$ cat config.mk
export PLATFORM = sky130hd
export DESIGN_NAME = rf_wb_arbiter
export DESIGN_NICKNAME = d
export VERILOG_FILES = /design/src/rtl/rf_wb_arbiter_pkg.sv /design/src/rtl/rf_wb_arbiter_rr_pick.sv /design/src/rtl/rf_wb_arbiter.sv
export SDC_FILE = /design/constraint.sdc
export NUM_CORES = 1
export LEC_CHECK = 0
export ABC_AREA = 1
export BUFFER_PORTS_ARGS = -buffer_cell sky130_fd_sc_hd__buf_2
export CAP_MARGIN = 20
export CORE_UTILIZATION = 45
export DETAILED_ROUTE_END_ITERATION = 8
export GPL_TIMING_DRIVEN = 0
export PLACE_DENSITY = 0.89
export SLEW_MARGIN = 5
export SYNTH_ARGS = -nofsm -noshare
export SYNTH_HDL_FRONTEND = slang
export SYNTH_HIERARCHICAL = 1
export SYNTH_SLANG_ARGS = --single-unit
$ cat constraint.sdc
create_clock -name clk -period 3.1 [get_ports clk]
set_input_delay 0.465 -clock clk [delete_from_list [all_inputs] [get_ports clk]]
set_output_delay 0.465 -clock clk [all_outputs]
set_load 0.05 [all_outputs]
$ cat src/rtl/rf_wb_arbiter_pkg.sv
// Shared constants and types for the register-file writeback arbiter slice.
// Covers the register-file geometry, the zero word and the arbiter FSM encoding.
package rf_wb_arbiter_pkg;

    localparam int          RF_NREG   = 32;
    localparam int          RF_AW     = 5;
    localparam logic [31:0] ZERO_WORD = 32'h0000_0000;

    typedef enum logic [0:0] {
        ST_INIT = 1'b0,
        ST_ARB  = 1'b1
    } wb_state_e;

    // Round-robin successor of a requester index, wrapping n-1 -> 0.
    function automatic int wrap_inc(input int idx, input int n);
        return (idx == n - 1) ? 0 : idx + 1;
    endfunction

endpackage

$ cat src/rtl/rf_wb_arbiter_rr_pick.sv
// Rotating-priority picker: returns a one-hot grant for the first set request
// found when searching upward from ptr. Purely combinational.
module rr_pick
    import rf_wb_arbiter_pkg::*;
#(
    parameter int N  = 3,
    parameter int PW = 2
) (
    input  logic [N-1:0]  req,
    input  logic [PW-1:0] ptr,
    output logic [N-1:0]  gnt
);

    logic found_s;
    int   idx_s;

    // Scan N positions starting at ptr and grant the first active request.
    always_comb begin
        gnt     = {N{1'b0}};
        found_s = 1'b0;
        idx_s   = 0;
        for (int k = 0; k < N; k++) begin
            idx_s = (int'(ptr) + k) % N;
            if (!found_s && req[idx_s]) begin
                gnt[idx_s] = 1'b1;
                found_s    = 1'b1;
            end else begin
                found_s = found_s;
            end
        end
    end

endmodule

$ cat src/rtl/rf_wb_arbiter.sv
// Sole driver of the register-file write port: zeroes x1..x31 after reset,
// then arbitrates round-robin between the writeback sources.
module rf_wb_arbiter
    import rf_wb_arbiter_pkg::*;
#(
    parameter int NREQ = 3,
    parameter int AW   = 5,
    parameter int DW   = 32
) (
    input  logic                 clk,
    input  logic                 rst,
    input  logic [NREQ-1:0]      req_valid,
    output logic [NREQ-1:0]      req_ready,
    input  logic [NREQ*AW-1:0]   req_rd,
    input  logic [NREQ*DW-1:0]   req_data,
    output logic                 W_en,
    output logic [AW-1:0]        Rd,
    output logic [DW-1:0]        Wr_data,
    output logic                 init_done,
    output logic [2:0]           grant_id
);

    localparam int            PW       = (NREQ > 1) ? $clog2(NREQ) : 1;
    localparam logic [AW-1:0] LAST_REG = AW'(RF_NREG - 1);

    if (NREQ < 2 || NREQ > 8) begin : g_nreq_illegal
        $error("rf_wb_arbiter: NREQ must be within 2..8");
    end

    wb_state_e        state_r;
    logic [AW-1:0]    init_cnt_r;
    logic [PW-1:0]    rr_ptr_r;
    logic [NREQ-1:0]  gnt_s;
    logic             xfer_s;
    logic [PW-1:0]    gidx_s;
    logic [AW-1:0]    sel_rd_s;
    logic [DW-1:0]    sel_data_s;

    rr_pick #(.N(NREQ), .PW(PW)) u_pick (
        .req (req_valid),
        .ptr (rr_ptr_r),
        .gnt (gnt_s)
    );

    // Grants are only exposed in ARB; a reset cycle withdraws any pending grant.
    always_comb begin
        if (state_r == ST_ARB && !rst) begin
            req_ready = gnt_s;
        end else begin
            req_ready = {NREQ{1'b0}};
        end
        xfer_s = |(req_valid & req_ready);
    end

    // Steer the granted requester's index, address and data.
    always_comb begin
        gidx_s     = {PW{1'b0}};
        sel_rd_s   = {AW{1'b0}};
        sel_data_s = {DW{1'b0}};
        for (int i = 0; i < NREQ; i++) begin
            if (gnt_s[i]) begin
                gidx_s     = PW'(i);
                sel_rd_s   = req_rd[i*AW +: AW];
                sel_data_s = req_data[i*DW +: DW];
            end else begin
                gidx_s = gidx_s;
            end
        end
    end

    // FSM, init sweep counter, round-robin pointer and the output register stage.
    always_ff @(posedge clk) begin
        if (rst) begin
            state_r    <= ST_INIT;
            init_cnt_r <= AW'(1);
            rr_ptr_r   <= {PW{1'b0}};
            W_en       <= 1'b0;
            Rd         <= {AW{1'b0}};
            Wr_data    <= DW'(ZERO_WORD);
            init_done  <= 1'b0;
            grant_id   <= 3'd0;
        end else begin
            case (state_r)
                ST_INIT: begin
                    W_en       <= 1'b1;
                    Rd         <= init_cnt_r;
                    Wr_data    <= DW'(ZERO_WORD);
                    init_cnt_r <= init_cnt_r + AW'(1);
                    if (init_cnt_r == LAST_REG) begin
                        state_r   <= ST_ARB;
                        init_done <= 1'b1;
                    end else begin
                        state_r   <= ST_INIT;
                    end
                end
                ST_ARB: begin
                    if (xfer_s) begin
                        // x0 is hardwired zero: complete the handshake but never write it.
                        W_en     <= (sel_rd_s != {AW{1'b0}});
                        Rd       <= sel_rd_s;
                        Wr_data  <= sel_data_s;
                        grant_id <= 3'(gidx_s);
                        rr_ptr_r <= PW'(wrap_inc(int'(gidx_s), NREQ));
                    end else begin
                        W_en     <= 1'b0;
                    end
                end
                default: begin
                    state_r <= ST_INIT;
                    W_en    <= 1'b0;
                end
            endcase
        end
    end

endmodule

# Word-level counts from Yosys, hierarchy flattened
# Cells that the tools add are included.
[op_classes]
add_sub_neg = 4
n_div = 3
n_lt_le_gt_ge = 6
eq_ne = 3
mux = 38
bitwise = 4
n_reduce_logical = 13
[ops]
columns = ["cell", "count"]
rows = [
  ["32-bit two-way mux", 4],
  ["32-bit by 1-bit greater-or-equal comparator with 1-bit output, second input constant", 3],
  ["32-bit by 4-bit < comparator with 1-bit output, second input constant", 3],
  ["32-bit by 3-bit modulo with 32-bit output, second input constant", 2],
  ["32-bit one-hot mux with 2 select lines", 1],
  ["3-bit by 3-bit modulo with 32-bit output, second input constant", 1],
  ["5-bit two-way mux", 4],
  ["1-bit two-way mux", 15],
  ["3-bit two-way mux", 4],
  ["5-bit one-hot mux with 2 select lines", 1],
  ["1-bit binary-select mux with 2-bit select", 3],
  ["1-bit demux with 2-bit select", 3],
  ["1-bit logical AND", 6],
  ["3-bit OR", 2],
  ["5-bit by 1-bit adder with 5-bit output, second input constant", 1],
  ["5-bit == test, second input constant", 1],
  ["5-bit nonzero test", 1],
  ["2-bit two-way mux", 2],
  ["2-bit AND reduction", 2],
  ["2-bit by 1-bit adder with 3-bit output, second input constant", 1],
  ["2-bit by 2-bit adder with 3-bit output, second input constant", 1],
  ["3-bit AND", 1],
  ["1-bit zero test", 3],
  ["3-bit OR reduction", 1],
  ["other kinds (5)", 5],
]
[totals]
regBits = 49
inputBits = 116
out_inout_bits = 45
word_cells = 79

# Longest topological paths before layout
# Gate-level depths: netlist of run 1.
[logic_depth]
ltp_word = 17
mapped_depth = 18
ltp_nobuf = 17

# By module
# The synthesis of run 1 kept the hierarchy.
[modules_own_cells]
columns = ["mod", "n_inst", "cells_each", "area_per_inst_um2", "seq_area_each_um2"]
rows = [
  ["rf_wb_arbiter", 1, 428, 2703.8, 960.9],
  ["rr_pick", 1, 42, 232.7, 0.0],
]

# Worst setup path after synthesis of run 1
# No wires, ideal clock.
[synth_path]
kind = "reg-to-output"
startpoint = "register rr_ptr_r[0]"
endpoint = "output port req_ready[0]"
arrival_ns = 2.155
required_ns = 2.635
slack_ns = 0.480
path_stages_with_launch = 12
n_path_buf = 0
path_cell_list = "dfxtp_1 inv_1 ha_1 inv_1 nand2_1 nand3_1 nand2_1 inv_1 nand3_1 nand3_1 inv_1 nor2_1"
[synth_between]
elab_chain_len = 12
word_cells_on_any_way = 41
cone_classes = "2 x add/sub; 3 x div; 6 x order compare; 21 x mux; 2 x bitwise; 7 x reduce/logical"
[synth_lines]
columns = ["item", "line_no", "rtl"]
rows = [
  ["start: declaration", "rf_wb_arbiter.sv:32", "logic [PW-1:0] rr_ptr_r;"],
  ["start signal: assignment", "rf_wb_arbiter.sv:76", "rr_ptr_r <= {PW{1'b0}};"],
  ["start signal: assignment", "rf_wb_arbiter.sv:103", "rr_ptr_r <= PW'(wrap_inc(int'(gidx_s), NREQ));"],
  ["parallel branches: the longest is 10 deep, another holds 32-bit by 3-bit modulo with 32-bit output", "-", ""],
  ["3-bit two-way mux *", "rf_wb_arbiter_rr_pick.sv:24", "if (!found_s && req[idx_s]) begin"],
  ["named net gnt_s[0]", "rf_wb_arbiter.sv:33", "logic [NREQ-1:0] gnt_s;"],
  ["3-bit two-way mux *", "rf_wb_arbiter.sv:47", "if (state_r == ST_ARB && !rst) begin"],
  ["end: declaration", "rf_wb_arbiter.sv:13", "output logic [NREQ-1:0] req_ready,"],
]
# Mark *: on every way through the listed nets, which the timed path passes. The select of a mux whose other input is x is not followed.

# Worst setup path after layout of run 1
[layout_path]
startpoint = "register rr_ptr_r[0]"
endpoint = "output port req_ready[2]"
[layout_between]
elab_chain_len = 12
word_cells_on_any_way = 41
cone_classes = "2 x add/sub; 3 x div; 6 x order compare; 21 x mux; 2 x bitwise; 7 x reduce/logical"
[layout_lines]
columns = ["item", "line_no"]
rows = [
  ["parallel branches: the longest is 10 deep, another holds 32-bit by 3-bit modulo with 32-bit output", "-"],
  ["3-bit two-way mux *", "rf_wb_arbiter_rr_pick.sv:24"],
  ["3-bit two-way mux *", "rf_wb_arbiter.sv:47"],
]
# Mark *: on every way between the ends. The select of a mux whose other input is x is not followed.

==> flow_summary.yaml, run 1 <==
outcome:
  status: "finished clean"
clocking:
  insertion_delay_ns: 0.29
  clockBufferDepth: 2
  clkTransAtPathRegs_ns: 0.08
  cts.sinks: 48
  htree_num_levels: 2
  cts_tree: "yes"
  post_cts_buffers: 0
  cts_made_buffers: 5
  clockRootBuffer: "clkbuf_8"
cells_and_area:
  areaGrowthSynthToFinish_pct: 33.5
  final_common_cell: "nand2_1"
  antenna_cells: 0
  layout_common_cells: "184 x nand2_1, 167 x buf_2, 88 x nand3_1, 48 x dfxtp_1, 43 x a21oi_1"
  layoutNonFillerInstCount: 713
  layout.nets: 757
  drive_gt1_share_pct: 32.2
  fin_util_pct: 62.1
critical_path:
  cp_max_fo: 6
  reg2reg_slack_ns: 0.30
  critPathCaptureType: "primary output"
  criticalPathCategory: "reg2out"
  required_ns: 2.63
  rr_endpoint: "Wr_data[23]$_SDFFE_PP0P_"
  rr_worst_depth: 17
  cp.arrival_ns: 2.41
  reg2reg_from: "rr_ptr_r[0]$_SDFFE_PP0P_"
  critPathLaunchType: "register"
global_routing:
  antenna_found_initial: 0
  grt_usage_pct: 25.7
  grt_pass1_wl_mm: 13.5
  grt.overflow.total: 0
  grt_pass1_vias: 3157
  grt_max_degree: 15
sta:
  rsz0062_at_grt: "false"
  period_needed_ns: 2.87
  finalCritPeriodShare_pct: 92.6
  finalHoldViolations: 0
  final_max_slew_viol_count: 0
  fin_setup_tns_ns: 0
  final.setup_skew_ns: 0.00468
  fmax_mhz: 348
  setup_viol: 0
yosys:
  synth-seq-cells: 48
  synth_compound_area_share_pct: 8.73
  synth_area_leaders: "dfxtp_1 33%, nand2_1 24%, nand3_1 15%"
  synth_top_family_by_area: "simple AND/OR/NAND/NOR gates"
  avgSynthCellArea_um2: 6.25
  syn_inst: 470
  yosysSeqAreaShare_pct: 32.7
  yosys_warnings: 6
  muxShareOfSynthArea_pct: 0
  yosys.area_share.adder_pct: 2.56
  synth.largest_area_cell: "dfxtp_1"
  netlist_area_um2: 2940
  yosysUniqueCellTypes: 25
  synth_edf_count: 0
  synth-simple-area-share_pct: 45.5
  synth-xor-area-share_pct: 0
  synth_fp_nets: 592
  synth_flop_cell: "dfxtp_1"
  async_flop_share_pct: 0
  synth_top_area_share_pct: 32.7
floorplan:
  start_util_pct: 46.5
  ios: 161
  die_y_um: 82.8
  die_w_um: 82.8
  core_um2: 6310
  die_area_um2: 6850
  rows: 29
detailed_routing:
  wl_per_cell_um: 12.4
  drc_errors: 0
  drt-total-wl_mm: 8.83
  ant_nets: 0
  drt-initial-drc-count: 155
  num_vias: 3662
  vias_per_cell: 5.14
  first_pass_iters: 5
pwr:
  p_per_area_nw_per_um2: 319
  ir_drop_uv: 245
  total_leakage_power_uw: 0.00203
worst_hold_path:
  hold_class: "in2reg"
  min_to: "init_cnt_r[2]$_SDFFE_PP0N_"
  hp-start: "rst"
  whs_path_depth: 2
placement:
  dpl.hpwl_mm: 7.01
  place_congestion: 0.804
  post-place-cells: 705
  io_buffer_count: 158
job:
  drv_cap: 0
synth_stat cells, types with 3 or more instances:
cell        n
buf_2       9
a21oi_1    43
o21ai_0     5
inv_2       4
clkbuf_1    7
nand3_1    89
buf_4       9
nor2_1     17
nand4_1     4
ha_1        6
dfxtp_1    48
nand2_1   184
inv_1      22
nor3_1      3
buf_6       5
final cells by class:
type                            instances  area, µm²
Fill cell                             616       2390
Multi-Input combinational cell        364       1680
Sequential cell                        48        961
Timing Repair Buffer                  158        791
Buffer                                 31        199
Inverter                               27        104
Tap cell                               77       96.3
Clock buffer                            6       82.6
Clock inverter                          2       10.0
kinds of logic (layout without fill, tap and decap cells):
logic type / Yosys count / count (layout)
buffers and inverters: 58 / 224
DFF: 48 / 48
adders and majority gates: 6 / 6
AOI/OAI and AO/OA: 49 / 49
and+or+nand+nor: 308 / 308
other: 1 / 1
state kept, by name, indices dropped and copies added (netlist names):
name        flops
rr_ptr_r        1
W_en            1
init_cnt_r      5
Wr_data        32
state_r         1
Rd              5
init_done       1
grant_id        2
per-layer routing:
metal | part of all wire (%) | GRT usage [%] | vias up
met2 | 51 | 48.2 | 154
met4 | 1.8 | 9.31 | 0
li1 | - | - | 1843
met3 | 6.7 | 4.70 | 19
met1 | 41 | 28.6 | 1646
met5 | 0 | 0 | -
per-stage QoR:
stage	worst slack, ns	hold slack [ns]	total power [µW]	area, µm²
6_report	0.230	0.436	1250	3920
3_5_place_dp	0.351	0.467	890	3820
2_1_floorplan	0.480	0.443	782	2940
5_1_grt	0.00280	0.424	1320	3920
3_3_place_gp	0.468	0.448	882	3820
4_1_cts	0.195	0.430	1260	3920
worst max-delay path by stage:
stage | from | to | depth (start not counted)
after global placement | rr_ptr_r[0]$_SDFFE_PP0P_ | Wr_data[25]$_SDFFE_PP0P_ | 17
after global routing | rr_ptr_r[0]$_SDFFE_PP0P_ | req_ready[0] | 12
after detailed placement | rr_ptr_r[0]$_SDFFE_PP0P_ | Wr_data[2]$_SDFFE_PP0P_ | 17
final | rr_ptr_r[0]$_SDFFE_PP0P_ | req_ready[2] | 12
after CTS | rr_ptr_r[0]$_SDFFE_PP0P_ | req_ready[0] | 12
after floorplan | rr_ptr_r[0]$_SDFFE_PP0P_ | req_ready[0] | 11
worst max-delay path: stages, from the launching register on:
cell and delay, ns:
dfxtp_1 0.40, inv_1 0.08, ha_1 0.36, inv_1 0.12, nand2_1 0.06, nand3_1 0.06, nand2_1 0.11, inv_1 0.12
nand3_1 0.08, nand3b_1 0.26, nand3_1 0.15, inv_1 0.06, buf_2 0.25
power breakdown:
group          total [µW]  switching [µW]  internal (µW)
sequential            632            6.67            625
clock                 374             196            178
combinational         246             140            106
total                1250             343            909
timing repair:
item | 4_1_cts | 5_1_grt
resized for setup | 0 | 1
hold buffers | 0 | 0
setup endpoints to repair | 0 | 1
No activity file was read; power rests on OpenSTA's default activity.
==> inputs of run 2 (changes only) <==
ABC_AREA = 0   (was 1)
==> flow_summary.yaml, run 2 <==
outcome:
  status: "finished clean"
sta:
  setup_viol: 0
  final_max_slew_viol_count: 0
  rsz0062_at_grt: "true"
  period_needed_ns: 3.02
  finalCritPeriodShare_pct: 97.3
  fmax_mhz: 331
  finalHoldViolations: 0
  final.setup_skew_ns: 0.00507
  worst_pin_slew_ns: 0.549
  fin_setup_tns_ns: 0
  max-slew-margin-rel_pct: 63.4
clocking:
  insertion_delay_ns: 0.29
  cts.sinks: 48
  ctsHoldBuffers: 0
  cts_tree: "yes"
  htree_num_levels: 2
  clockRootBuffer: "clkbuf_8"
  cts_made_buffers: 5
  clockBufferDepth: 2
  clkTransAtPathRegs_ns: 0.09
placement:
  io_buffer_count: 158
  dpl.hpwl_mm: 7.01
  post-place-cells: 598
  dpl_cell_area_um2: 3780
  place_congestion: 0.870
floorplan:
  core_um2: 6060
  ios: 161
  die_w_um: 82.2
  rows: 28
  start_util_pct: 47.7
  die_area_um2: 6750
  die_y_um: 82.2
global_routing:
  grt_pass1_wl_mm: 14.0
  grt_pass1_vias: 3193
  grt_usage_pct: 27.0
  grt_max_degree: 16
  antenna_found_initial: 0
  grt.overflow.total: 0
detailed_routing:
  vias_per_cell: 5.71
  drt-initial-drc-count: 164
  first_pass_iters: 5
  wl_per_cell_um: 15.1
  ant_nets: 0
  drc_errors: 0
  num_vias: 3485
  drt-total-wl_mm: 9.23
cells_and_area:
  layout.nets: 656
  reg_top3: "Wr_data: 32 flops, Rd: 5 flops, init_cnt_r: 5 flops"
  areaGrowthSynthToFinish_pct: 37.8
  finalInstanceArea_um2: 3990
  largest_reg_flops: 32
  final_common_cell: "buf_2"
  layoutNonFillerInstCount: 610
  top_register: "Wr_data"
  n_fill_cell: 529
  drive_gt1_share_pct: 38.7
  layout_common_cells: "164 x buf_2, 70 x nand3_1, 48 x a21oi_1, 46 x dfxtp_1"
  antenna_cells: 0
critical_path:
  cp.arrival_ns: 2.55
  cp_max_fo: 10
  critPathLaunchType: "register"
  criticalPathCategory: "reg2out"
  reg2reg_slack_ns: 0.17
  critPathCaptureType: "primary output"
  required_ns: 2.63
pwr:
  p_per_area_nw_per_um2: 320
  total_leakage_power_uw: 0.00171
  ir_drop_uv: 238
yosys:
  yosys_warnings: 6
  synth_fp_nets: 487
  synth_edf_count: 0
  synth.largest_area_cell: "dfxtp_1"
  avgSynthCellArea_um2: 7.93
  async_flop_share_pct: 0
  synth_commonest_cells: "71 x nand3_1, 48 x a21oi_1, 48 x dfxtp_1"
  syn_inst: 365
  yosysUniqueCellTypes: 38
  synth_flop_cell: "dfxtp_1"
  synth_most_common_cell: "nand3_1"
  synth_top_area_share_pct: 33.2
  synth-seq-cells: 48
  synth_area_leaders: "dfxtp_1 33%, nand3_1 12%, a221o_1 11%"
  yosysSeqAreaShare_pct: 33.2
  netlist_area_um2: 2890
worst_hold_path:
  hold_class: "reg2reg"
job:
  drv_cap: 0
run 2: cell types whose count changed in the layout (fill, tap and decap cells not counted), sizes merged, moves of 4 or more:
| cell | before | now |
|---|---|---|
| clkbuf | 13 | 30 |
| nand3b | 2 | 8 |
| nand4 | 6 | 0 |
| a31oi | 0 | 5 |
| nand3 | 90 | 71 |
| nor2b | 0 | 9 |
| nand2 | 186 | 15 |
| nand2b | 0 | 32 |
| nor2 | 21 | 9 |
| a21oi | 44 | 48 |
| mux2i | 0 | 5 |
| inv | 27 | 4 |
| a221o | 0 | 32 |
run 2: path summary, 6_finish.rpt:
| path | from | to | cells past startpoint |
|---|---|---|---|
| setup reg to reg | rr_ptr_r[0]$_SDFFE_PP0P_ | Wr_data[22]$_SDFFE_PP0P_ | 13 |
| hold / removal | grant_id[1]$_SDFFE_PP0P_ | grant_id[1]$_SDFFE_PP0P_ | 2 |
| setup / recovery | rr_ptr_r[0]$_SDFFE_PP0P_ | req_ready[2] | 11 |
| hold reg to reg | grant_id[1]$_SDFFE_PP0P_ | grant_id[1]$_SDFFE_PP0P_ | 2 |
run 2: metal layers:
metal / global-route usage [%] / share of wire (%)
met1: 30.7 / 40
met2: 50.7 / 51
met3: 4.40 / 7.5
met4: 9.12 / 2.0
met5: 0 / 0
run 2: logic make-up (layout without fill, tap and decap cells):
group	Yosys count	after routing	share of synthesized area, %
xor+xnor	2	2	0.606
buf+inv	45	215	7.35
compound gates	98	98	23.9
flops	48	48	33.2
mux	5	5	1.73
simple gates	160	160	30.4
other cells	1	1	0.130
fa+ha+maj	6	6	2.60
run 2: worst max-delay path, cell delays in order, from the launching register on:
cell and delay [ns]:
dfxtp_4 0.37, inv_1 0.06, ha_2 0.32, buf_6 0.12
and4bb_2 0.24, a311o_1 0.31, nand3_2 0.10, o221ai_2 0.11
buf_6 0.15, clkbuf_8 0.15, and2_1 0.14, buf_4 0.18
run 2: metrics by stage:
| step | total power [µW] | hold WS [ns] | setup slack, ns | utilization, % |
|---|---|---|---|---|
| finish | 1280 | 0.458 | 0.0832 | 65.8 |
| global placement | 887 | 0.436 | -0.359 | 62.3 |
| CTS | 1280 | 0.462 | 0.0140 | 64.7 |
| global route | 1340 | 0.486 | -0.0287 | 65.8 |
| detailed placement | 893 | 0.449 | -0.538 | 62.3 |
| floorplan | 786 | 0.466 | 0.0482 | - |
run 2: where the power goes:
group	leakage [µW]	internal, µW	switching (µW)	total [µW]
Clock	0.0000434	181	205	386
Combinational	0.00127	130	128	258
Sequential	0.000390	625	7.68	632
run 2: what timing repair did:
action | 4_1_cts | 5_1_grt
buffers inserted | 1 | 4
resized for setup | 14 | 17
hold endpoints to repair | 0 | 0
pin swaps | 1 | 1
endpoints found under the setup margin | 37 | 43
run 2: final cells by class:
cell class / count / area, µm² / share of cell area (%)
Clock inverter: 2 / 15.0 / 0.377
Buffer: 40 / 229 / 5.74
Timing Repair Buffer: 163 / 833 / 20.9
Multi-Input combinational cell: 272 / 1750 / 44.0
Sequential cell: 48 / 966 / 24.2
Inverter: 4 / 15.0 / 0.377
Clock buffer: 6 / 82.6 / 2.07
Tap cell: 75 / 93.8 / 2.35
